File: config.mk
export PLATFORM = sky130hd
export DESIGN_NAME = rshift_arbiter
export DESIGN_NICKNAME = d
export VERILOG_FILES = /design/src/rtl/rshift_pkg.sv /design/src/rtl/logical_rshifter.sv /design/src/rtl/rshift_arbiter.sv
export SDC_FILE = /design/constraint.sdc
export NUM_CORES = 1
export LEC_CHECK = 0
export ABC_CLOCK_PERIOD_IN_PS = 2860
export CELL_PAD_IN_SITES_DETAIL_PLACEMENT = 1
export CELL_PAD_IN_SITES_GLOBAL_PLACEMENT = 2
export CORE_MARGIN = 2
export CORE_UTILIZATION = 26
export DETAILED_ROUTE_END_ITERATION = 7
export MAX_ROUTING_LAYER = met4
export PLACE_DENSITY = 0.83
export SETUP_SLACK_MARGIN = 0.3
export SLEW_MARGIN = 15
export SYNTH_ARGS = -nofsm -noshare
export SYNTH_HDL_FRONTEND = slang
export SYNTH_SLANG_ARGS = --single-unit
File: constraint.sdc
create_clock -name clk -period 2.86 [get_ports clk]
set_input_delay 0.286 -clock clk [delete_from_list [all_inputs] [get_ports clk]]
set_output_delay 0.286 -clock clk [all_outputs]
set_load 0.01 [all_outputs]
File: src/rtl/rshift_pkg.sv
// Shared helpers for the round-robin right-shift arbiter: parameter
// derivation and the rotating "first set bit from pointer" search.
package rshift_pkg;

    localparam int unsigned MAX_REQ = 8;
    localparam int unsigned IDXW    = 3;

    function automatic int sel_width(input int w);
        return (w > 1) ? $clog2(w) : 1;
    endfunction

    function automatic int id_width(input int n);
        return (n > 1) ? $clog2(n) : 1;
    endfunction

    // First index at or after ptr (wrapping modulo n) whose valid bit is set;
    // -1 when nothing is requesting.
    function automatic int rr_first(input logic [MAX_REQ-1:0] valid,
                                    input int unsigned         ptr,
                                    input int unsigned         n);
        int          result;
        int unsigned idx;
        logic [IDXW-1:0] idx_s;
        result = -1;
        for (int unsigned k = 0; k < MAX_REQ; k++) begin
            idx   = (ptr + k) % n;
            idx_s = idx[IDXW-1:0];
            if (k < n && result < 0 && valid[idx_s]) begin
                result = int'(idx);
            end
        end
        return result;
    endfunction

endpackage

File: src/rtl/logical_rshifter.sv
// Combinational logical right shifter, zero-filled from the MSB.
// Shift amounts at or beyond WIDTH yield zero.
module logical_rshifter #(
    parameter int WIDTH = 32,
    parameter int SELW  = 5
) (
    input  logic [WIDTH-1:0] operand,
    input  logic [SELW-1:0]  shamt,
    output logic [WIDTH-1:0] result
);

    assign result = operand >> shamt;

endmodule

File: src/rtl/rshift_arbiter.sv
// Round-robin arbiter sharing one logical right shifter between NREQ
// requesters, with a single registered response slot tagged by requester ID.
// Optional feature macro: RSHIFT_ARB_STICKY_EN (registers the OR of the
// shifted-out bits on rsp_sticky; otherwise rsp_sticky is tied low).
module rshift_arbiter
    import rshift_pkg::*;
#(
    parameter  int WIDTH = 32,
    parameter  int NREQ  = 2,
    localparam int SELW  = sel_width(WIDTH),
    localparam int IDW   = id_width(NREQ)
) (
    input  logic                 clk,
    input  logic                 rst,
    input  logic [NREQ-1:0]      req_valid,
    output logic [NREQ-1:0]      req_ready,
    input  logic [NREQ*WIDTH-1:0] req_data,
    input  logic [NREQ*SELW-1:0] req_sel,
    output logic                 rsp_valid,
    input  logic                 rsp_ready,
    output logic [WIDTH-1:0]     rsp_data,
    output logic [IDW-1:0]       rsp_id,
    output logic                 rsp_sticky
);

    logic             rsp_valid_q, rsp_valid_d;
    logic [WIDTH-1:0] rsp_data_q,  rsp_data_d;
    logic [IDW-1:0]   rsp_id_q,    rsp_id_d;
    logic [IDW-1:0]   ptr_q,       ptr_d;

    logic             free;
    logic             found;
    logic             accept;
    int               grant;
    logic [IDW-1:0]   g;
    logic [WIDTH-1:0] op;
    logic [SELW-1:0]  sel;
    logic [WIDTH-1:0] shifted;

    // Grant search from the pointer, ready generation and operand mux.
    always_comb begin
        free   = !rsp_valid_q || rsp_ready;
        grant  = rr_first(MAX_REQ'(req_valid), 32'(ptr_q), NREQ);
        found  = (grant >= 0);
        g      = IDW'(grant);
        accept = found && free;
        req_ready = '0;
        op        = '0;
        sel       = '0;
        for (int unsigned i = 0; i < NREQ; i++) begin
            if (found && g == IDW'(i)) begin
                req_ready[i] = free;
                op           = req_data[i*WIDTH +: WIDTH];
                sel          = req_sel[i*SELW +: SELW];
            end
        end
    end

    logical_rshifter #(
        .WIDTH (WIDTH),
        .SELW  (SELW)
    ) u_shifter (
        .operand (op),
        .shamt   (sel),
        .result  (shifted)
    );

    // Response slot and pointer next state: load on accept, drain otherwise.
    always_comb begin
        rsp_valid_d = rsp_valid_q;
        rsp_data_d  = rsp_data_q;
        rsp_id_d    = rsp_id_q;
        ptr_d       = ptr_q;
        if (accept) begin
            rsp_valid_d = 1'b1;
            rsp_data_d  = shifted;
            rsp_id_d    = g;
            ptr_d       = (int'(g) == NREQ - 1) ? '0 : g + IDW'(1);
        end else if (rsp_ready) begin
            rsp_valid_d = 1'b0;
        end
    end

    // State registers; reset takes priority over accept and drain.
    always_ff @(posedge clk) begin
        if (rst) begin
            rsp_valid_q <= 1'b0;
            rsp_data_q  <= '0;
            rsp_id_q    <= '0;
            ptr_q       <= '0;
        end else begin
            rsp_valid_q <= rsp_valid_d;
            rsp_data_q  <= rsp_data_d;
            rsp_id_q    <= rsp_id_d;
            ptr_q       <= ptr_d;
        end
    end

`ifdef RSHIFT_ARB_STICKY_EN
    logic             rsp_sticky_q, rsp_sticky_d;
    logic [WIDTH-1:0] low_mask;

    // Sticky bit: OR of the operand bits that fall off the bottom.
    always_comb begin
        low_mask     = ~({WIDTH{1'b1}} << sel);
        rsp_sticky_d = rsp_sticky_q;
        if (accept) begin
            rsp_sticky_d = |(op & low_mask);
        end
    end

    // Sticky register follows the same load/hold rules as rsp_data.
    always_ff @(posedge clk) begin
        if (rst) begin
            rsp_sticky_q <= 1'b0;
        end else begin
            rsp_sticky_q <= rsp_sticky_d;
        end
    end

    assign rsp_sticky = rsp_sticky_q;
`else
    assign rsp_sticky = 1'b0;
`endif

    assign rsp_valid = rsp_valid_q;
    assign rsp_data  = rsp_data_q;
    assign rsp_id    = rsp_id_q;

endmodule
==> results summary, run 1 <==
The number of vias after detailed routing is 4,396. The upper clock frequency limit is 398 MHz. The min-delay analysis places its worst path in the category in -> reg.

Across every metal layer, demand over resource in global routing totals 23.8%. The worst setup path is of the reg -> reg kind. The detailed-route wire length per cell is 21.6 um.

Measured along the x axis, the die boundary spans 119 um. The area added between synthesis and finish came out at 65.6%. The post-route fraction of the period consumed by the critical path is 87.7%. In this run the worst path has a maximum fanout of 17.

At the pin with the least slew margin, the transition time is 0.597 ns. The maximum buffer depth of the clock tree came out at 2. The slowest stage of the critical path is the sky130_fd_sc_hd__a32oi_1 cell. The number of synthesis warnings came out at 0. The iteration-0 DRC count of the detailed router came out at 366. The count of buffers added on input and output ports is 114. The die is 119 um tall.

The run finished with clean final reports. The number of buffers and inverters on the critical path came out at 2. The count of filler cells inserted in the layout came out at 1,565. The peak supply drop came out at 0.000227 V. The setup TNS came out at 0 ns. The final core area utilization came out at 44.4%.

The number of library cell types mapped by synthesis is 38. The ratio of cells with drive above 1 in the final layout is 23.8%. The critical path starts at ptr_q$_SDFFE_PP0P_. For the worst-skew pair, the clock arrives at the later sink with an insertion delay of 0.28 ns. The row count is 41. The minimum clock period came out at 2.51 ns.

The worst hold slack came out at 0.444 ns. After synthesis, the mean cell area works out to 7.94 um^2. At the end of routability-driven placement, the weighted congestion stood at 0.973.

Once the floorplan was initialized, standard cells occupied 26.8% of the core. The via count of the first global-routing pass was 4,515. The number of antenna diodes in the final layout is 0.

In this run the clock root is driven by a sky130_fd_sc_hd__clkbuf_16. The clock sink count came out at 35. The share of flip-flops with an asynchronous set or reset came out at 0%. The number of nets with antenna violations after routing is 0. The level count of the clock H-tree came out at 2.

The required time of the critical path is 3.01 ns. The number of failing setup endpoints in the final timing report came out at 0. STA classifies the critical path startpoint as a flip-flop.

Counting flops with a built-in enable in the synthesized netlist gives 0. The leading register cell type out of synthesis is sky130_fd_sc_hd__dfxtp_1. The core region is 12,700 um^2.

The number of buffers added to fix hold violations after cts is 0. The number of standard cells in the final layout excluding fillers came out at 780. In this run the most critical hold path is launched from req_valid[0]. The worst endpoint data arrival time came out at 2.66 ns. Before antenna repair, the detailed router went through 5 iterations. The setup skew after layout came out at 0.00148 ns. Entering global routing, the biggest net connects 20 pins. The relative max-transition margin is 60.2%.

The final number of hold-violating endpoints came out at 0. The start of the worst register-to-register path is ptr_q$_SDFFE_PP0P_. The number of nets produced by synthesis came out at 509.

The TritonCTS buffer count is 5. The combined area of all synthesized cells came out at 3410 um^2. The ratio of routed vias to standard cells came out at 5.64.

The routed wire length is 16.9 mm. The post-synthesis sequential element count is 35. The number of top-level design ports came out at 116.

The number of nets in the layout came out at 686. The final setup slack of the worst path came out at 0.351 ns. The number of antenna violations at the first check in global routing is 0. The die area came out at 14,100 um^2. The standby leakage power is 0.00230 uW. By area the synthesized netlist is led by sky130_fd_sc_hd__mux2i_1 (21%), sky130_fd_sc_hd__dfxtp_1 (21%), sky130_fd_sc_hd__a32oi_1 (11%).

The tool flagged a number of max-cap violations equal to 0. Setup repair after global routing could not meet its margin everywhere. The clock input transition at the sequential cells of the worst setup and hold paths is 0.06 ns. The critical path goes through nand2b_1 -> buf_12 -> buf_12 -> a32oi_1 -> mux2i_1 -> mux2i_1 -> mux2i_2 -> a221oi_1 -> a211oi_1. The DRC violation count after routing came out at 0.

The total half-perimeter wirelength after legalization and detailed placement came out at 13.4 mm. The number of max-slew violations in the final report is 0. The portion of synthesized cell area occupied by the leading cell type came out at 20.8%. The cell count after synthesis came out at 430.

Sequential elements use 20.5% of the synthesized area. The cell family contributing the most delay on the critical path is compound AO/OA/AOI/OAI gates. The wire length of the first global-routing pass came out at 26.1 mm.

TritonCTS built the clock tree. STA classifies the critical path endpoint as a flip-flop. The worst setup slack before clock tree synthesis came out at -0.429 ns. Including well taps, the total number of placed cells is 763.

After global routing the overflow that remains totals 0. The power per cell area is 425 nW/um^2. The post-synthesis cell type with the largest combined area is sky130_fd_sc_hd__mux2i_1. The maximum cell stage delay along the critical path is 0.37 ns.
synth_stat cells (2+ instances only):
master / count
sky130_fd_sc_hd__a32oi_2: 3
sky130_fd_sc_hd__and2_1: 2
sky130_fd_sc_hd__buf_4: 6
sky130_fd_sc_hd__dfxtp_1: 35
sky130_fd_sc_hd__a32oi_1: 41
sky130_fd_sc_hd__a311oi_1: 3
sky130_fd_sc_hd__buf_6: 6
sky130_fd_sc_hd__mux2i_1: 71
sky130_fd_sc_hd__nand2b_1: 2
sky130_fd_sc_hd__nand2_1: 54
sky130_fd_sc_hd__o21ai_1: 5
sky130_fd_sc_hd__clkbuf_1: 13
sky130_fd_sc_hd__a211oi_1: 10
sky130_fd_sc_hd__and3_1: 2
sky130_fd_sc_hd__o21ai_0: 6
sky130_fd_sc_hd__nor2_1: 41
sky130_fd_sc_hd__nand3_1: 19
sky130_fd_sc_hd__a222oi_1: 5
sky130_fd_sc_hd__a31oi_1: 8
sky130_fd_sc_hd__a221oi_1: 2
sky130_fd_sc_hd__nor3_1: 5
sky130_fd_sc_hd__a32o_1: 6
sky130_fd_sc_hd__a21oi_1: 26
sky130_fd_sc_hd__buf_2: 18
sky130_fd_sc_hd__a22oi_1: 24
sky130_fd_sc_hd__o211ai_1: 5
worst min-delay path, stage by stage:
cell and delay (ns):
sky130_fd_sc_hd__clkbuf_2 0.16, sky130_fd_sc_hd__nor2_1 0.14, sky130_fd_sc_hd__a21oi_1 0.09
placed cells by master, fill, tap and decap left out, types with 3 or more instances in the layout:
cell,instances
sky130_fd_sc_hd__nor2_1,40
sky130_fd_sc_hd__a311oi_1,3
sky130_fd_sc_hd__a22oi_1,24
sky130_fd_sc_hd__nand3_1,19
sky130_fd_sc_hd__o211ai_1,5
sky130_fd_sc_hd__mux2i_1,63
sky130_fd_sc_hd__buf_12,6
sky130_fd_sc_hd__nand2_1,54
sky130_fd_sc_hd__a32oi_2,17
sky130_fd_sc_hd__clkbuf_16,6
sky130_fd_sc_hd__buf_4,93
sky130_fd_sc_hd__o21ai_0,5
sky130_fd_sc_hd__a222oi_1,5
sky130_fd_sc_hd__a21oi_1,26
sky130_fd_sc_hd__a32oi_1,27
sky130_fd_sc_hd__o21ai_1,5
sky130_fd_sc_hd__nor3_1,5
sky130_fd_sc_hd__a211oi_1,9
sky130_fd_sc_hd__dfxtp_1,34
sky130_fd_sc_hd__mux2i_2,6
sky130_fd_sc_hd__a31oi_1,8
sky130_fd_sc_hd__a32o_1,5
sky130_fd_sc_hd__clkdlybuf4s50_1,112
layout make-up:
class / count / area, um^2 / area share (%)
repair buffers: 215 / 1990 / 35.2
flip-flops and latches: 35 / 702 / 12.4
clock buffers: 6 / 129 / 2.28
clock inverters: 2 / 12.5 / 0.221
well taps: 172 / 215 / 3.81
multi-input cells: 350 / 2610 / 46.1
state kept, by name, indices dropped and copies added, names as in the netlist:
name / cells
ptr_q: 1
rsp_data: 32
rsp_id: 1
rsp_valid: 1
path summary, 6_finish.rpt:
kind,to,slack (ns),cells past startpoint
worst max-delay path,rsp_data[14]$_SDFFE_PP0P_,0.35,9
worst min-delay path,rsp_valid$_SDFFE_PP0P_,0.44,3
worst max register to register,rsp_data[14]$_SDFFE_PP0P_,0.35,9
worst min register to register,rsp_data[18]$_SDFFE_PP0P_,0.46,2
per-stage QoR:
stage               area [um^2]  total power, uW
floorplan                  3410             1180
global placement           5260             1770
detailed placement         5260             1790
CTS                        5440             2340
global route               5650             2530
finish                     5650             2400
repair_timing:
action / CTS / global route
setup buffers: 2 / 6
resized for setup: 7 / 27
endpoints found under the setup margin: 29 / 24
cloned: 0 / 1
pin swaps: 0 / 3
cell families (layout without fill, tap and decap cells):
group | after synthesis | in the layout | synth area share, %
AO/OA/AOI/OAI | 150 | 150 | 34.1
buffers and inverters | 45 | 223 | 8.39
flip-flops | 35 | 35 | 20.5
multiplexers | 71 | 71 | 20.8
other | 1 | 1 | 0.110
AND/OR/NAND/NOR | 128 | 128 | 16.0
power by group:
| part | internal, uW | switching [uW] | total (uW) | leakage (uW) |
|---|---|---|---|---|
| combinational | 619 | 676 | 1290 | 0.00194 |
| sequential | 535 | 33.8 | 569 | 0.000287 |
| clock | 322 | 217 | 539 | 0.0000669 |
per-layer routing:
| layer | GRT usage, % | vias up | wire length, um |
|---|---|---|---|
| li1 | - | 2037 | - |
| met1 | 31.7 | 2149 | 7670 |
| met2 | 37.7 | 182 | 7840 |
| met3 | 3.76 | 28 | 1010 |
| met4 | 5.73 | 0 | 343 |
| met5 | - | - | 0 |
Power figures use the tool's default switching activity.
==> run 2, diff against run 1 <==
--- a/config.mk
+++ b/config.mk
@@ -5,7 +5,7 @@
 export SDC_FILE = /design/constraint.sdc
 export NUM_CORES = 1
 export LEC_CHECK = 0
-export ABC_CLOCK_PERIOD_IN_PS = 2860
+export ABC_CLOCK_PERIOD_IN_PS = 2400
 export CELL_PAD_IN_SITES_DETAIL_PLACEMENT = 1
 export CELL_PAD_IN_SITES_GLOBAL_PLACEMENT = 2
 export CORE_MARGIN = 2
==> constraint.sdc (replaced) <==
create_clock -name clk -period 2.4 [get_ports clk]
set_input_delay 0.24 -clock clk [delete_from_list [all_inputs] [get_ports clk]]
set_output_delay 0.24 -clock clk [all_outputs]
set_load 0.01 [all_outputs]
==> run 2 against run 1 <==
  * Clock skew rose by 0.0022 ns
  * Cell count rose by 7.9%
  * The flow now finishes with violations (setup timing)
  * Cell area grew 20%
  * Largest power group unchanged
  * Combinational power up 57%
  * Critical path type is now in -> reg
  * Non-clock buffer count up 62
==> results summary, run 2 (same netlist as run 1, synthesis figures left out) <==
The flow ran to the end, but the final reports show violations. The checks that failed: setup timing. The worst hold slack came out at 0.470 ns.

The CTS tree is done. The initial cell density of the core came out at 26.8%. Data on the critical path arrives at its endpoint at 2.86 ns. The final setup slack of the worst path came out at -0.298 ns.

The launching element type of the critical path is an input port. Measured along the y axis, the die boundary spans 119 um. For this design, the sink count on the clock tree is 35.

The tightest min-delay check is of the reg -> reg type. The total design power came out at 3450 uW. Setup repair after global routing could not meet its margin everywhere. The count of port buffers added during placement came out at 114. For the worst flop-to-flop path, the logic depth is 10. The row count came out at 41. The total track usage came out at 27.1%. The routed wire length came out at 20.6 mm. The upper clock frequency limit is 371 MHz.

The worst setup slack before clock tree synthesis came out at -0.706 ns. At the pin with the least slew margin, the transition time is 0.705 ns. The ratio of cells with drive above 1 in the final layout came out at 38.7%. Tracing the worst setup path back leads to its startpoint at req_valid[0].

The register with the most flip-flops in the layout has 32 of them. The slack of the worst reg-to-reg path is -0.28 ns. Leaving out fill and tap cells, the most frequent cells in the layout are sky130_fd_sc_hd__buf_4 (131), sky130_fd_sc_hd__clkdlybuf4s50_1 (110), sky130_fd_sc_hd__nand2_1 (52). The root cell of the clock tree is sky130_fd_sc_hd__clkbuf_16. In this run, the number of DRC markers left after iteration 0 of detailed routing was 275.

The destination of the critical timing path is rsp_data[5]$_SDFFE_PP0P_. In this run the deepest clock path goes through 2 buffers. Entering global routing, the biggest net connects 24 pins.

The total overflow left after global routing is 0. The relative max-transition margin came out at 53.0%. STA classifies the critical path endpoint as a flip-flop. The number of antenna violations at the first check in global routing came out at 0. The endpoint identified for the worst register-to-register timing path is rsp_data[5]$_SDFFE_PP0P_. The post-layout instance area is 6790 um^2. The largest fanout on the critical path is 17.

The total half-perimeter wirelength after legalization and detailed placement is 14.0 mm. The count of filler cells inserted in the layout is 1,473. The region available for standard cell placement spans 12,700 um^2. The TritonCTS buffer count came out at 5.

The via count of the first global-routing pass is 5,055. The wire length of the first global-routing pass is 29.4 mm. The clock input transition at the sequential cells of the worst setup and hold paths came out at 0.06 ns. The standby leakage power is 0.00268 uW. The number of top-level design ports came out at 116.

The start of the worst register-to-register path is ptr_q$_SDFFE_PP0P_. The final number of hold-violating endpoints is 0. The source-to-sink clock delay at the later pin of the worst-skew pair came out at 0.28 ns. The die area came out at 14,100 um^2. In this run the horizontal extent of the chip is 119 um. The worst path uses 112% of the clock period. Between clock sinks in the finished design, the worst skew comes to 0.00365 ns. The global placement routability congestion came out at 0.937.

The worst path in the final design needs a cycle of 2.70 ns, including I/O delays and setup. The required time of the critical path is 2.56 ns. Setup violations remaining at the end of the flow were counted as 23. After detailed routing, the average wire length per cell comes to 24.5 um.

The DRC violation count after routing came out at 0. The ratio of routed vias to standard cells is 5.72. The number of vias after detailed routing came out at 4,813. The worst setup path is of the in -> reg kind. The library cell used most frequently in the layout, excluding fill and tap cells, is sky130_fd_sc_hd__buf_4. The number of max-slew violations in the final report was 0. The area added between synthesis and finish came out at 98.9%.

The power per cell area is 508 nW/um^2. The number of nets with antenna violations after routing is 0. The max-cap violation count came out at 0. The number of nets in the layout is 748. The H-tree generated during clock tree synthesis spans 2 levels.

The number of optimization iterations in the first detailed-route pass is 5. The peak supply drop came out at 0.000321 V. The placed instances occupy a cell area of 5580 um^2.
run 2: metal layers:
layer / vias up / track usage (%) / share of wire [%]
li1: 2173 / - / -
met2: 206 / 46.9 / 51
met1: 2394 / 34.1 / 41
met5: - / - / 0
met4: 0 / 4.84 / 2.8
met3: 40 / 3.43 / 5.4
run 2: stage by stage:
step / utilization (%) / instances / setup TNS (ns)
finish: 53.4 / 842 / -1.92
global route: 53.4 / 841 / -4.13
CTS: 50.4 / 828 / 0
detailed placement: 43.9 / 803 / -17.58
global placement: 43.9 / 803 / -13.96
floorplan: - / 430 / 0
run 2: layout make-up:
type	instances	area (um^2)	share of cell area, %
multi-input cells	350	3090	45.5
flip-flops and latches	35	704	10.4
repair buffers	277	2620	38.5
clock inverters	2	37.5	0.553
diodes	1	2.50	0.0368
well taps	172	215	3.17
clock buffers	5	125	1.84
run 2: timing repair:
action | CTS | global route
endpoints found under the setup margin | 34 | 33
buffers inserted | 17 | 12
pin swaps | 17 | 18
gates cloned | 1 | 1
hold buffers | 0 | 0
resized for setup | 97 | 44
run 2: critical path, stage by stage:
cell                              delay, ns
sky130_fd_sc_hd__clkdlybuf4s15_1       0.36
sky130_fd_sc_hd__a21boi_4              0.28
sky130_fd_sc_hd__buf_12                0.17
sky130_fd_sc_hd__a32oi_1               0.51
sky130_fd_sc_hd__mux2i_1               0.28
sky130_fd_sc_hd__mux2i_1               0.29
sky130_fd_sc_hd__mux2i_1               0.17
sky130_fd_sc_hd__buf_4                 0.18
sky130_fd_sc_hd__a22oi_1               0.26
sky130_fd_sc_hd__a31oi_1               0.12
run 2: how the worst min path moves through the flow:
stage                              startpoint                   endpoint  slack (ns)  cells after the start
global route        rsp_data[16]$_SDFFE_PP0P_  rsp_data[16]$_SDFFE_PP0P_        0.51                      2
finish              rsp_data[16]$_SDFFE_PP0P_  rsp_data[16]$_SDFFE_PP0P_        0.47                      2
floorplan                        req_valid[0]     rsp_valid$_SDFFE_PP0P_        0.41                      2
global placement    rsp_data[18]$_SDFFE_PP0P_  rsp_data[18]$_SDFFE_PP0P_        0.45                      2
CTS                 rsp_data[18]$_SDFFE_PP0P_  rsp_data[18]$_SDFFE_PP0P_        0.48                      2
detailed placement  rsp_data[18]$_SDFFE_PP0P_  rsp_data[18]$_SDFFE_PP0P_        0.46                      2
run 2: power by group:
group | internal [uW] | switching [uW] | total, uW
sequential | 638 | 40.5 | 678
combinational | 1020 | 1020 | 2030
clock | 484 | 253 | 737
